[src/rtl/array_ctrl_pkg.sv]
// Shared definitions for the systolic array controller.
//   state_t   : top-level sequencer states
//   cnt_width : width of the per-phase cycle counter, sized so that the
//               longest phase (M + 2N cycles at M = 2^CNT_W-1) never wraps
package array_ctrl_pkg;

  typedef enum logic [1:0] {
    IDLE    = 2'd0,
    LOAD_W  = 2'd1,
    COMPUTE = 2'd2,
    DONE    = 2'd3
  } state_t;

  function automatic int cnt_width(input int cnt_w, input int n);
    int lg;
    lg = $clog2(n);
    return ((cnt_w > lg) ? cnt_w : lg) + 2;
  endfunction

endpackage

[src/rtl/skew_line.sv]
// Row skew generator for the systolic array compute enables.
// Tap 0 is the row-0 enable passed straight through; tap r is the same
// enable delayed by r cycles through an N-1 stage shift register.
//   clk   : clock, rising edge
//   rst_n : asynchronous active-low reset
//   clr   : synchronous clear of every stage (used on abort)
//   din   : row-0 enable (already registered by the caller)
//   taps  : per-row enables, taps[r] = din delayed r cycles
module skew_line #(
  parameter int N = 2
) (
  input  logic         clk,
  input  logic         rst_n,
  input  logic         clr,
  input  logic         din,
  output logic [N-1:0] taps
);

  if (N == 1) begin : g_none
    assign taps = din;
  end else begin : g_shift
    logic [N-1:1] stage_q;
    logic [N-1:1] stage_d;

    always_comb begin
      stage_d = '0;
      if (!clr) begin
        stage_d[1] = din;
        for (int r = 2; r < N; r++) begin
          stage_d[r] = stage_q[r-1];
        end
      end
    end

    always_ff @(posedge clk or negedge rst_n) begin
      if (!rst_n) begin
        stage_q <= '0;
      end else begin
        stage_q <= stage_d;
      end
    end

    assign taps = {stage_q, din};
  end

endmodule

[src/rtl/systolic_array_controller.sv]
// Sequencer for an N x N weight-stationary systolic array.
// On start it latches the run parameters, loads one weight row per cycle,
// streams M input vectors with per-row skew, and strobes the results out.
//   clk, reset_n          : clock / asynchronous active-low reset
//   start, abort          : run request (IDLE only) / synchronous abort
//   num_vecs              : M, vectors in this run (latched at start)
//   w_base/a_base/o_base  : buffer base addresses (latched at start)
//   busy, done            : run in progress / one-cycle completion pulse
//   w_rd_en, w_rd_addr    : weight buffer read
//   load_weight           : one-hot per-row weight load into the array
//   a_rd_en, a_rd_addr    : input buffer read
//   valid                 : per-row compute enable (skewed)
//   out_wr_en, out_wr_addr: output buffer write
// Every output is a flop; values are computed from the next state and the
// next counter value so they line up with the state they belong to.
module systolic_array_controller
  import array_ctrl_pkg::*;
#(
  parameter int N      = 2,
  parameter int CNT_W  = 8,
  parameter int ADDR_W = 8
) (
  input  logic              clk,
  input  logic              reset_n,
  input  logic              start,
  input  logic              abort,
  input  logic [CNT_W-1:0]  num_vecs,
  input  logic [ADDR_W-1:0] w_base,
  input  logic [ADDR_W-1:0] a_base,
  input  logic [ADDR_W-1:0] o_base,
  output logic              busy,
  output logic              done,
  output logic              w_rd_en,
  output logic [ADDR_W-1:0] w_rd_addr,
  output logic [N-1:0]      load_weight,
  output logic              a_rd_en,
  output logic [ADDR_W-1:0] a_rd_addr,
  output logic [N-1:0]      valid,
  output logic              out_wr_en,
  output logic [ADDR_W-1:0] out_wr_addr
);

  localparam int            CW     = cnt_width(CNT_W, N);
  localparam logic [CW-1:0] ONE    = CW'(1);
  localparam logic [CW-1:0] TWO_N  = CW'(2 * N);
  localparam logic [CW-1:0] LAST_K = CW'(N - 1);

  state_t              state_q, state_d;
  logic [CW-1:0]       cnt_q, cnt_d;
  logic [CNT_W-1:0]    num_q, num_d;
  logic [ADDR_W-1:0]   w_base_q, w_base_d;
  logic [ADDR_W-1:0]   a_base_q, a_base_d;
  logic [ADDR_W-1:0]   o_base_q, o_base_d;
  logic [CW-1:0]       last_t;

  logic                busy_q, busy_d;
  logic                done_q, done_d;
  logic                w_rd_en_q, w_rd_en_d;
  logic [ADDR_W-1:0]   w_rd_addr_q, w_rd_addr_d;
  logic [N-1:0]        load_weight_q, load_weight_d;
  logic                a_rd_en_q, a_rd_en_d;
  logic [ADDR_W-1:0]   a_rd_addr_q, a_rd_addr_d;
  logic                valid0_q, valid0_d;
  logic                out_wr_en_q, out_wr_en_d;
  logic [ADDR_W-1:0]   out_wr_addr_q, out_wr_addr_d;
  logic [CW-1:0]       m_d;
  logic                in_load_d, in_comp_d;

  // Final COMPUTE index: M + 2N - 1.
  assign last_t = CW'(num_q) + TWO_N - ONE;

  // ---------------- FSM and phase counter ----------------
  always_comb begin
    state_d  = state_q;
    cnt_d    = cnt_q;
    num_d    = num_q;
    w_base_d = w_base_q;
    a_base_d = a_base_q;
    o_base_d = o_base_q;
    unique case (state_q)
      IDLE: begin
        if (start) begin
          state_d  = LOAD_W;
          cnt_d    = '0;
          num_d    = num_vecs;
          w_base_d = w_base;
          a_base_d = a_base;
          o_base_d = o_base;
        end
      end
      LOAD_W: begin
        if (cnt_q == LAST_K) begin
          cnt_d   = '0;
          state_d = (num_q != '0) ? COMPUTE : DONE;
        end else begin
          cnt_d = cnt_q + ONE;
        end
      end
      COMPUTE: begin
        if (cnt_q == last_t) begin
          cnt_d   = '0;
          state_d = DONE;
        end else begin
          cnt_d = cnt_q + ONE;
        end
      end
      DONE: begin
        cnt_d   = '0;
        state_d = IDLE;
      end
      default: begin
        cnt_d   = '0;
        state_d = IDLE;
      end
    endcase
    // Abort wins over everything, including a start seen in IDLE.
    if (abort) begin
      state_d = IDLE;
      cnt_d   = '0;
    end
  end

  // ---------------- next-cycle output decode ----------------
  always_comb begin
    in_load_d = (state_d == LOAD_W);
    in_comp_d = (state_d == COMPUTE);
    m_d       = CW'(num_d);

    busy_d = (state_d != IDLE);
    done_d = (state_d == DONE);

    w_rd_en_d   = in_load_d;
    w_rd_addr_d = in_load_d ? (w_base_d + ADDR_W'(cnt_d)) : '0;

    // Weight data returns one cycle after the read, so the row select
    // follows the read index of the current cycle.
    load_weight_d = ((state_q == LOAD_W) && !abort) ? (N'(1) << cnt_q) : '0;

    a_rd_en_d   = in_comp_d && (cnt_d < m_d);
    a_rd_addr_d = a_rd_en_d ? (a_base_d + ADDR_W'(cnt_d)) : '0;

    valid0_d = in_comp_d && (cnt_d >= ONE) && (cnt_d <= m_d);

    out_wr_en_d   = in_comp_d && (cnt_d >= TWO_N);
    out_wr_addr_d = out_wr_en_d ? (o_base_d + ADDR_W'(cnt_d - TWO_N)) : '0;
  end

  // ---------------- state and output registers ----------------
  always_ff @(posedge clk or negedge reset_n) begin
    if (!reset_n) begin
      state_q       <= IDLE;
      cnt_q         <= '0;
      num_q         <= '0;
      w_base_q      <= '0;
      a_base_q      <= '0;
      o_base_q      <= '0;
      busy_q        <= 1'b0;
      done_q        <= 1'b0;
      w_rd_en_q     <= 1'b0;
      w_rd_addr_q   <= '0;
      load_weight_q <= '0;
      a_rd_en_q     <= 1'b0;
      a_rd_addr_q   <= '0;
      valid0_q      <= 1'b0;
      out_wr_en_q   <= 1'b0;
      out_wr_addr_q <= '0;
    end else begin
      state_q       <= state_d;
      cnt_q         <= cnt_d;
      num_q         <= num_d;
      w_base_q      <= w_base_d;
      a_base_q      <= a_base_d;
      o_base_q      <= o_base_d;
      busy_q        <= busy_d;
      done_q        <= done_d;
      w_rd_en_q     <= w_rd_en_d;
      w_rd_addr_q   <= w_rd_addr_d;
      load_weight_q <= load_weight_d;
      a_rd_en_q     <= a_rd_en_d;
      a_rd_addr_q   <= a_rd_addr_d;
      valid0_q      <= valid0_d;
      out_wr_en_q   <= out_wr_en_d;
      out_wr_addr_q <= out_wr_addr_d;
    end
  end

  // ---------------- row skew: valid[r] = valid[0] delayed r ----------------
  skew_line #(
    .N (N)
  ) u_skew (
    .clk   (clk),
    .rst_n (reset_n),
    .clr   (abort),
    .din   (valid0_q),
    .taps  (valid)
  );

  assign busy        = busy_q;
  assign done        = done_q;
  assign w_rd_en     = w_rd_en_q;
  assign w_rd_addr   = w_rd_addr_q;
  assign load_weight = load_weight_q;
  assign a_rd_en     = a_rd_en_q;
  assign a_rd_addr   = a_rd_addr_q;
  assign out_wr_en   = out_wr_en_q;
  assign out_wr_addr = out_wr_addr_q;

endmodule

[config.mk]
export PLATFORM = sky130hd
export DESIGN_NAME = systolic_array_controller
export DESIGN_NICKNAME = d
export VERILOG_FILES = /design/src/rtl/array_ctrl_pkg.sv /design/src/rtl/skew_line.sv /design/src/rtl/systolic_array_controller.sv
export SDC_FILE = /design/constraint.sdc
export NUM_CORES = 1
export LEC_CHECK = 0
export BUFFER_PORTS_ARGS = -buffer_cell sky130_fd_sc_hd__buf_4
export CAP_MARGIN = 20
export CORE_UTILIZATION = 52
export DETAILED_ROUTE_END_ITERATION = 16
export PLACE_DENSITY = 0.74
export SLEW_MARGIN = 20
export SYNTH_ARGS = -nofsm -noshare
export SYNTH_HDL_FRONTEND = slang
export SYNTH_HIERARCHICAL = 1
export SYNTH_SLANG_ARGS = --single-unit
[constraint.sdc]
create_clock -name clk -period 3.68 [get_ports clk]
set_input_delay 0.736 -clock clk [delete_from_list [all_inputs] [get_ports clk]]
set_output_delay 0.736 -clock clk [all_outputs]
set_load 0.01 [all_outputs]
==> out/results.md, run 1 <==
| Group | Parameter | Value |
|---|---|---|
| yosys | Number of synthesized register bits | 77 |
| sta | Crit share post-route | 105% |
| cts | CTS Buffer Depth | 2 |
| yosys | Top-area cell type share of the netlist area | 40.5% |
| grt | Overflow after GRT | 0 |
| yosys | Most used DFF post-synth | sky130_fd_sc_hd__dfrtp_1 |
| yosys | Synthesized instance count | 505 |
| sta | Unrepaired setup endpoints after global routing | true |
| grt | Pin count of the biggest net entering global routing | 78 |
| yosys | Sequential share of the synthesized area | 40.5% |
| sta | Setup-violating endpoint count in the final report | 15 |
| status | Result of the run | finished with violations |
| yosys | Leading post-synthesis cells by cell area | sky130_fd_sc_hd__dfrtp_1 (40%), sky130_fd_sc_hd__ha_1 (10%), sky130_fd_sc_hd__nand2_1 (5.4%) |
| yosys | Post-synth design cell area | 4760 µm² |
| cts | Clock root buffer master | sky130_fd_sc_hd__clkbuf_8 |
| sta | Post-Route Skew | 12.4 ps |
| detailed routing | Final wirelength | 14.1 mm |
| layout | Fill cell total of the finished layout | 631 |
| yosys | Post-synthesis area per instance | 9.43 µm² |
| layout | Layout cells sized above 1 | 36.6% |
| place | Port buffer count | 68 |
| cts | Clock slew at the register clock pins of the worst setup and hold paths | 90 ps |
| die | Area of the die | 9540 µm² |
| flow run | Max-Cap Viols | 0 |
| cts | Number of sinks on the clock net | 77 |
| cts | TritonCTS buffer count | 9 |
| grt | All-Layer GR Usage | 31.2% |
| yosys | Parity-gate share of the synthesized area counting xor and xnor cells | 5.18% |
| die | Initial core utilization | 54.1% |
| critical path | Critical path data required time | 3970 ps |
| grt | Wire length of the first global-routing pass | 22.9 mm |
| die | Core footprint | 8810 µm² |
| yosys | Cell type with the largest total area after synthesis | sky130_fd_sc_hd__dfrtp_1 |
| status | Violations in the final reports | design-rule violations, negative setup slack |
| cts | H-tree depth reported by CTS | 3 |
| yosys | Synth Warn # | 6 |
| yosys | Fraction of the mapped netlist area in compound gates | 12.8% |
| grt | Vias in the first global route | 4492 |
| detailed routing | Count of antenna-violating nets left after detailed routing | 0 |
| critical path | Number of cells traversed by the worst register-to-register path | 18 |
| sta | Max transition margin | 46.4% |
| die | Io pins | 69 |
| die | Vertical extent of the die | 97.7 µm |
| cts | CTS tree | done |
| detailed routing | DRC | 4 |
| yosys | Adder-cell area share of the yosys netlist | 11.2% |
| detailed routing | First-pass iteration count of the detailed router | 12 |
| detailed routing | Per-cell routed wire length | 18.6 µm |
| yosys | Net count after synthesis | 582 |
| critical path | R2R Path End | a_rd_addr[0] |
| pwr | Pwr dens | 417 nW/µm² |
| grt | Number of antenna violations at the first check in global routing | 0 |
| critical path | Type of the worst setup path | flip-flop to flip-flop |
| yosys | Asr flop ratio synth | 100% |
| place | Final weighted congestion in routability-driven placement | 0.933 |
| layout | Layout-stage area growth over the synthesis result | 35.6% |
| layout | Final standard cell count with taps included and fillers excluded | 758 |
| critical path | Setup slack on the worst flop-to-flop path | -180 ps |
| sta | Slew at the pin closest to its max-slew limit | 799 ps |
| pwr | Total Power Consumption | 2.69 mW |
| yosys | Synth cell types | 70 |
| die | Horiz. Die Dim | 97.7 µm |
| yosys | Combinational family with the most area after synthesis | simple AND/OR/NAND/NOR gates |
| sta | Min cycle time layout | 3860 ps |
| worst hold path | Worst min-delay path category | input pin to async pin |
| yosys | Simple-gate portion of the synthesized area | 21.5% |
| place | Worst setup slack before clock tree synthesis | -264 ps |
| place | HPWL reported at the end of detailed placement | 10.2 mm |
| sta | Slew Viols, Final | 0 |
| layout | Antenna Diode Count | 0 |
| cts | Total of hold buffers inserted after clock tree synthesis | 0 |
| critical path | Data arrival time of the worst path | 4150 ps |
| die | # rows | 34 |
| sta | Final hold viol count | 0 |
| cts | Worst-Skew Late Latency | 370 ps |
| layout | Fin nets | 722 |
| sta | Final WS setup | -180 ps |
| critical path | Peak fanout along the critical path | 5 |
| detailed routing | Detailed router's first-iteration violation count | 264 |
| yosys | Post-synthesis mux area share | 3.18% |
| yosys | Post-synth EDFFs | 0 |
| sta | Timing-limited maximum frequency | 259 MHz |
| pwr | Max VDD drop | 217 µV |
| detailed routing | DR vias/cell | 5.74 |
| critical path | Worst Setup Start Kind | flip-flop |
| pwr | Leak Pwr | 3.21 nW |
| critical path | Startpoint of the worst register-to-register path | num_q[0] |
| detailed routing | Number of vias in the routed layout | 4353 |
| place | # placed instances | 730 |
| critical path | Endpoint class of the critical path | flip-flop |
-- cells in the final DEF, fill, tap and decap left out, types with 4 or more instances in the layout --
master	synthesis	final
sky130_fd_sc_hd__buf_4	4	145
sky130_fd_sc_hd__dfrtp_1	77	77
sky130_fd_sc_hd__nand2_1	68	68
sky130_fd_sc_hd__nor2_1	45	43
sky130_fd_sc_hd__inv_1	39	36
sky130_fd_sc_hd__ha_1	38	28
sky130_fd_sc_hd__mux2i_1	14	14
sky130_fd_sc_hd__xnor2_1	15	13
sky130_fd_sc_hd__nor3_1	16	12
sky130_fd_sc_hd__a21oi_1	20	11
sky130_fd_sc_hd__nand3_1	11	10
sky130_fd_sc_hd__a21o_1	10	10
sky130_fd_sc_hd__clkbuf_8	0	10
sky130_fd_sc_hd__nor3_2	6	9
sky130_fd_sc_hd__xor2_1	8	8
sky130_fd_sc_hd__a21oi_2	1	8
sky130_fd_sc_hd__ha_4	0	8
sky130_fd_sc_hd__nor2b_1	9	7
sky130_fd_sc_hd__nand4_1	6	6
sky130_fd_sc_hd__o21ai_0	9	6
sky130_fd_sc_hd__nand2b_1	6	6
sky130_fd_sc_hd__nor3b_2	3	4
sky130_fd_sc_hd__o21a_1	4	4
sky130_fd_sc_hd__or3_1	4	4
sky130_fd_sc_hd__or2_2	4	4
-- synthesized netlist by cell type (2+ instances only) --
| cell | n |
|---|---|
| sky130_fd_sc_hd__a211o_1 | 2 |
| sky130_fd_sc_hd__a211oi_1 | 6 |
| sky130_fd_sc_hd__a21boi_0 | 2 |
| sky130_fd_sc_hd__a21o_1 | 10 |
| sky130_fd_sc_hd__a21oi_1 | 20 |
| sky130_fd_sc_hd__a31oi_1 | 2 |
| sky130_fd_sc_hd__a41o_1 | 2 |
| sky130_fd_sc_hd__a41oi_1 | 3 |
| sky130_fd_sc_hd__and2_1 | 3 |
| sky130_fd_sc_hd__and3_1 | 2 |
| sky130_fd_sc_hd__and4b_1 | 2 |
| sky130_fd_sc_hd__buf_2 | 9 |
| sky130_fd_sc_hd__buf_4 | 4 |
| sky130_fd_sc_hd__clkbuf_1 | 6 |
| sky130_fd_sc_hd__dfrtp_1 | 77 |
| sky130_fd_sc_hd__fa_1 | 3 |
| sky130_fd_sc_hd__ha_1 | 38 |
| sky130_fd_sc_hd__inv_1 | 39 |
| sky130_fd_sc_hd__mux2i_1 | 14 |
| sky130_fd_sc_hd__nand2_1 | 68 |
| sky130_fd_sc_hd__nand2b_1 | 6 |
| sky130_fd_sc_hd__nand3_1 | 11 |
| sky130_fd_sc_hd__nand4_1 | 6 |
| sky130_fd_sc_hd__nor2_1 | 45 |
| sky130_fd_sc_hd__nor2b_1 | 9 |
| sky130_fd_sc_hd__nor3_1 | 16 |
| sky130_fd_sc_hd__nor3_2 | 6 |
| sky130_fd_sc_hd__nor3b_1 | 3 |
| sky130_fd_sc_hd__nor3b_2 | 3 |
| sky130_fd_sc_hd__nor4_1 | 4 |
| sky130_fd_sc_hd__o2111ai_1 | 3 |
| sky130_fd_sc_hd__o21a_1 | 4 |
| sky130_fd_sc_hd__o21ai_0 | 9 |
| sky130_fd_sc_hd__o21bai_1 | 3 |
| sky130_fd_sc_hd__o32ai_1 | 2 |
| sky130_fd_sc_hd__or2_2 | 4 |
| sky130_fd_sc_hd__or3_1 | 4 |
| sky130_fd_sc_hd__xnor2_1 | 15 |
| sky130_fd_sc_hd__xnor3_1 | 2 |
| sky130_fd_sc_hd__xor2_1 | 8 |
-- worst max-delay path by stage --
stage                                 to  startpoint  cells after the start
final                       a_rd_addr[0]    num_q[0]                     18
after global routing        a_rd_addr[0]    num_q[0]                     18
after CTS                 out_wr_addr[7]    num_q[0]                     20
after detailed placement    a_rd_addr[4]    num_q[0]                     18
after global placement      a_rd_addr[0]    num_q[1]                     18
after floorplan           out_wr_addr[7]    num_q[0]                     21
-- metal layers --
layer,up-vias,global-route usage [%],routed length [µm]
met5,-,0,0
met4,0,10.4,333
met3,35,6.12,836
met2,156,51.9,6880
met1,2134,41.0,6040
li1,2028,-,-
-- per-stage QoR --
step	area [µm²]	TNS, ps	hold WS (ps)	utilization [%]
after floorplan	4910	-103	440	-
after global placement	5980	-1700	466	68.0
after detailed placement	5980	-3150	474	68.0
after CTS	6350	-983	494	72.1
after global routing	6460	-4050	347	73.3
final	6460	-1780	314	73.3
-- report_power, final --
part / internal, mW / switching, mW
sequential: 0.941 / 0.0512
combinational: 0.519 / 0.562
clock: 0.267 / 0.350
total: 1.73 / 0.963
-- logic make-up after synthesis --
logic type      count (synthesis)
flops                          77
fa+ha+maj                      41
simple gates                  201
buf+inv                        61
compound gates                 85
mux                            15
xor+xnor                       25
-- cell type report --
class / count / area, µm² / area share [%]
Multi-Input combinational cell: 368 / 2910 / 45.0
Timing Repair Buffer: 150 / 1160 / 18.0
Clock buffer: 10 / 138 / 2.13
Inverter: 39 / 146 / 2.27
Clock inverter: 6 / 45.0 / 0.697
Sequential cell: 77 / 1930 / 29.8
Tap cell: 108 / 135 / 2.09
-- flip-flops by register name (all words and copies together) (netlist names), 2 cells and up --
signal	count
a_base_q	8
a_rd_addr	8
cnt_q	10
load_weight	2
num_q	8
o_base_q	8
out_wr_addr	8
state_q	2
w_base_q	8
w_rd_addr	8
-- worst max-delay path, cell delays in order, from the launching register on --
cell and delay, ps:
sky130_fd_sc_hd__dfrtp_1 410, sky130_fd_sc_hd__buf_4 160, sky130_fd_sc_hd__or4b_1 520, sky130_fd_sc_hd__o32a_1 180, sky130_fd_sc_hd__nor3b_2 150, sky130_fd_sc_hd__o2111a_2 240, sky130_fd_sc_hd__a21oi_4 70, sky130_fd_sc_hd__o21ai_4 210
sky130_fd_sc_hd__buf_4 150, sky130_fd_sc_hd__a211oi_1 40, sky130_fd_sc_hd__buf_4 170, sky130_fd_sc_hd__ha_1 180, sky130_fd_sc_hd__a21o_1 170, sky130_fd_sc_hd__a21oi_1 160, sky130_fd_sc_hd__o221ai_1 120, sky130_fd_sc_hd__a21o_1 220
sky130_fd_sc_hd__a21oi_4 240, sky130_fd_sc_hd__nand3_4 170, sky130_fd_sc_hd__nor3b_2 210
-- what timing repair did --
| item | 4_1_cts | 5_1_grt |
|---|---|---|
| setup buffers | 7 | 3 |
| pin swaps | 21 | 12 |
| setup endpoints to repair | 15 | 16 |
| hold endpoints to repair | 0 | 0 |
| cloned | 1 | 0 |
| gates resized for setup | 24 | 11 |
Power figures use the tool's default switching activity.
==> run 2: changes to the inputs <==
HOLD_SLACK_MARGIN = 0.12   (was default)
RECOVER_POWER = 100   (was default)
==> run 2 against run 1 <==
Compared with the run above: the run ends with design-rule violations, max-capacitance violations, max-slew violations, negative setup slack left; clock-buffer cell count stayed put; first-iteration DRC count is 14% higher; worst hold slack better by 180 ps; fmax is 0.14% higher; combinational power hardly changed; setup slack better by 5.5 ps; clock power is 0.6% lower; total power is 1.1% lower; utilization is 1.9 points lower; sequential cell count stayed put; via count is 0.34% higher; largest power group unchanged; highest routed layer unchanged.
==> out/results.md, run 2 (synthesis gave the netlist of run 1 again) <==
| Group | Parameter | Value | Delta |
|---|---|---|---|
| status | Result of the run | finished with violations | unchanged |
| status | Violations in the final reports | design-rule violations, max-capacitance violations, max-slew violations, negative setup slack | was design-rule violations, negative setup slack |
| detailed routing | DRC | 3 | was 4 |
| layout | Area taken by flip-flops and latches | 1930 µm² | unchanged |
| layout | Reg with most FFs | cnt_q | unchanged |
| layout | Fin nets | 722 | unchanged |
| sta | Slew at the pin closest to its max-slew limit | 1870 ps | was 799 ps |
| cts | H-tree depth reported by CTS | 3 | unchanged |
| layout | Area taken by multi-input logic gates | 2900 µm² | was 2910 µm² |
| critical path | Data arrival time of the worst path | 4130 ps | was 4150 ps |
| pwr | Net Switching | 0.957 mW | was 0.963 mW |
| layout | Layout cells sized above 1 | 30.9% | was 36.6% |
| pwr | Net switching share of the total power | 36.0% | was 35.8% |
| sta | Post-Route Setup TNS | -1770 ps | was -1780 ps |
| cts | Worst-Skew Late Latency | 360 ps | was 370 ps |
| die | Io pins | 69 | unchanged |
| grt | Overflow after GRT | 0 | unchanged |
| grt | Wire length of the first global-routing pass | 22.9 mm | unchanged |
| die | # rows | 34 | unchanged |
| place | # placed instances | 730 | unchanged |
| layout | Post-route cell area | 6290 µm² | was 6460 µm² |
| place | Final weighted congestion in routability-driven placement | 0.933 | unchanged |
| die | Area of the die | 9540 µm² | unchanged |
| cts | Clock root buffer master | sky130_fd_sc_hd__clkbuf_8 | unchanged |
| detailed routing | Final wirelength | 14.1 mm | about the same |
| grt | All-Layer GR Usage | 31.2% | unchanged |
| place | Placement-stage cell area | 5980 µm² | unchanged |
| critical path | Peak fanout along the critical path | 5 | unchanged |
| sta | Unrepaired setup endpoints after global routing | true | unchanged |
| sta | Post-Route Skew | 11.9 ps | was 12.4 ps |
| worst hold path | Hold-critical path depth | 2 |  |
| die | Core footprint | 8810 µm² | unchanged |
| place | Worst setup slack before clock tree synthesis | -264 ps | unchanged |
| sta | Max transition margin | -24.5% | was 46.4% |
| detailed routing | DR vias/cell | 5.76 | was 5.74 |
| layout | Layout-stage area growth over the synthesis result | 32.1% | was 35.6% |
| critical path | Startpoint of the worst register-to-register path | num_q[0] | unchanged |
| layout | Fill cell total of the finished layout | 673 | was 631 |
| critical path | R2R Path End | a_rd_addr[0] | unchanged |
| critical path | Critical path data required time | 3960 ps | was 3970 ps |
| sta | Final WS setup | -175 ps | was -180 ps |
| detailed routing | Amount of wire on met3 after detailed routing | 961 µm | was 836 µm |
| pwr | Max VDD drop | 217 µV | about the same |
| detailed routing | Count of antenna-violating nets left after detailed routing | 0 | unchanged |
| detailed routing | Per-cell routed wire length | 18.6 µm | about the same |
| pwr | Pwr dens | 423 nW/µm² | was 417 nW/µm² |
| grt | Vias in the first global route | 4492 | unchanged |
| die | Horiz. Die Dim | 97.7 µm | unchanged |
| detailed routing | Met2 wire length | 6.85 mm | was 6.88 mm |
| cts | TritonCTS buffer count | 9 | unchanged |
| layout | Antenna Diode Count | 0 | unchanged |
| cts | CTS tree | done | unchanged |
| detailed routing | Wire length on met1 | 5.92 mm | was 6.04 mm |
| layout | Final design utilization | 71.4% | was 73.3% |
| grt | Number of antenna violations at the first check in global routing | 0 | unchanged |
| layout | Final standard cell count with taps included and fillers excluded | 758 | unchanged |
| flow run | Max-Cap Viols | 1 | was 0 |
| pwr | Total Power Consumption | 2.66 mW | was 2.69 mW |
| die | Initial core utilization | 54.1% | unchanged |
| cts | Number of sinks on the clock net | 77 | unchanged |
| place | HPWL reported at the end of detailed placement | 10.2 mm | unchanged |
| detailed routing | Detailed router's first-iteration violation count | 301 | was 264 |
| cts | Clock slew at the register clock pins of the worst setup and hold paths | 80 ps | was 90 ps |
| critical path | Setup slack on the worst flop-to-flop path | -170 ps | was -180 ps |
| critical path | Number of cells traversed by the worst register-to-register path | 18 | unchanged |
| critical path | Endpoint class of the critical path | flip-flop | unchanged |
| detailed routing | First-pass iteration count of the detailed router | 12 | unchanged |
| sta | Timing-limited maximum frequency | 259 MHz | about the same |
| die | Vertical extent of the die | 97.7 µm | unchanged |
| sta | Crit share post-route | 105% | about the same |
| detailed routing | Number of vias in the routed layout | 4368 | was 4353 |
| sta | Final hold viol count | 0 | unchanged |
| pwr | Proportion of power drawn by the clock network | 23.0% | was 22.9% |
| grt | Pin count of the biggest net entering global routing | 78 | unchanged |
| detailed routing | Highest metal layer with signal wires | met4 | unchanged |
| layout | Commonest non-fill, non-tap cell in the layout | sky130_fd_sc_hd__buf_4 | unchanged |
| sta | Min cycle time layout | 3850 ps | was 3860 ps |
| pwr | Part of the power in registers | 37.3% | was 36.9% |
| sta | Setup-violating endpoint count in the final report | 15 | unchanged |
| sta | Slew Viols, Final | 36 | was 0 |
| sta | Worst-case hold slack | 493 ps | was 314 ps |
| place | Port buffer count | 68 | unchanged |
| critical path | Type of the worst setup path | flip-flop to flip-flop | unchanged |
| cts | CTS Buffer Depth | 2 | unchanged |
| worst hold path | Hold path start | o_base_q[7] |  |
| worst hold path | Worst Hold Endpoint | o_base_q[7] |  |
| critical path | Worst Setup Start Kind | flip-flop | unchanged |
| layout | Top library cells by usage in the layout, fill and taps aside | sky130_fd_sc_hd__buf_4 (110), sky130_fd_sc_hd__dfrtp_1 (77), sky130_fd_sc_hd__nand2_1 (68) | was sky130_fd_sc_hd__buf_4 (145), sky130_fd_sc_hd__dfrtp_1 (77), sky130_fd_sc_hd__nand2_1 (68) |
| pwr | Leak Pwr | 3.05 nW | was 3.21 nW |
| pwr | Internal | 1.70 mW | was 1.73 mW |
| worst hold path | Worst min-delay path category | flip-flop to flip-flop | was input pin to async pin |
| layout | Flip-flop count of the largest register, all copies and words added | 10 | unchanged |
| pwr | Share of total power in combinational logic | 39.7% | was 40.2% |
==> run 2: layout make-up <==
cell class / instances / share of cell area (%)
clock buffers: 10 / 2.19
flip-flops and latches: 77 / 30.6
well taps: 108 / 2.15
multi-input cells: 368 / 46.1
clock inverters: 6 / 0.716
repair buffers: 150 / 15.9
inverters: 39 / 2.33
==> run 2: power groups by stage <==
stage | Sequential (mW) | Clock [mW] | Combinational, mW
2_1_floorplan | 1.01 | 0 | 0.576
3_3_place_gp | 1.01 | 0 | 0.948
3_5_place_dp | 1.01 | 0 | 0.981
4_1_cts | 0.992 | 0.624 | 1.03
5_1_grt | 1.00 | 0.653 | 1.16
6_report | 0.992 | 0.612 | 1.06
==> run 2: worst max-delay path by stage <==
stage	startpoint	end	slack [ps]	cells after the start
after floorplan	num_q[0]	out_wr_addr[7]	-80	21
after global placement	num_q[1]	a_rd_addr[0]	-170	18
after detailed placement	num_q[0]	a_rd_addr[4]	-260	18
after CTS	num_q[0]	out_wr_addr[7]	-130	20
after global routing	num_q[0]	a_rd_addr[0]	-320	18
final	num_q[0]	a_rd_addr[0]	-170	18
==> run 2: per-layer routing <==
layer | global-route usage (%) | vias to the layer above
li1 | - | 2030
met4 | 10.4 | 0
met2 | 51.9 | 184
met5 | 0 | -
met1 | 41.0 | 2117
met3 | 6.12 | 37
==> run 2: timing repair <==
action                                  CTS  global route
endpoints found under the setup margin   15            16
endpoints found under the hold margin     0             0
buffers inserted                          7             3
cloned                                    1             0
pin swaps                                21            12
hold buffers                              0             0
gates resized for setup                  24            11
==> run 2: critical path: stages, from the launching register on <==
cell,delay (ps)
sky130_fd_sc_hd__dfrtp_1,410
sky130_fd_sc_hd__buf_4,160
sky130_fd_sc_hd__or4b_1,520
sky130_fd_sc_hd__o32a_1,180
sky130_fd_sc_hd__nor3b_2,150
sky130_fd_sc_hd__o2111a_2,240
sky130_fd_sc_hd__a21oi_4,70
sky130_fd_sc_hd__o21ai_4,210
sky130_fd_sc_hd__buf_4,150
sky130_fd_sc_hd__a211oi_1,40
sky130_fd_sc_hd__buf_4,170
sky130_fd_sc_hd__ha_1,180
sky130_fd_sc_hd__a21o_1,170
sky130_fd_sc_hd__a21oi_1,140
sky130_fd_sc_hd__o221ai_1,120
sky130_fd_sc_hd__a21o_1,220
sky130_fd_sc_hd__a21oi_4,250
sky130_fd_sc_hd__nand3_4,170
sky130_fd_sc_hd__nor3b_2,210
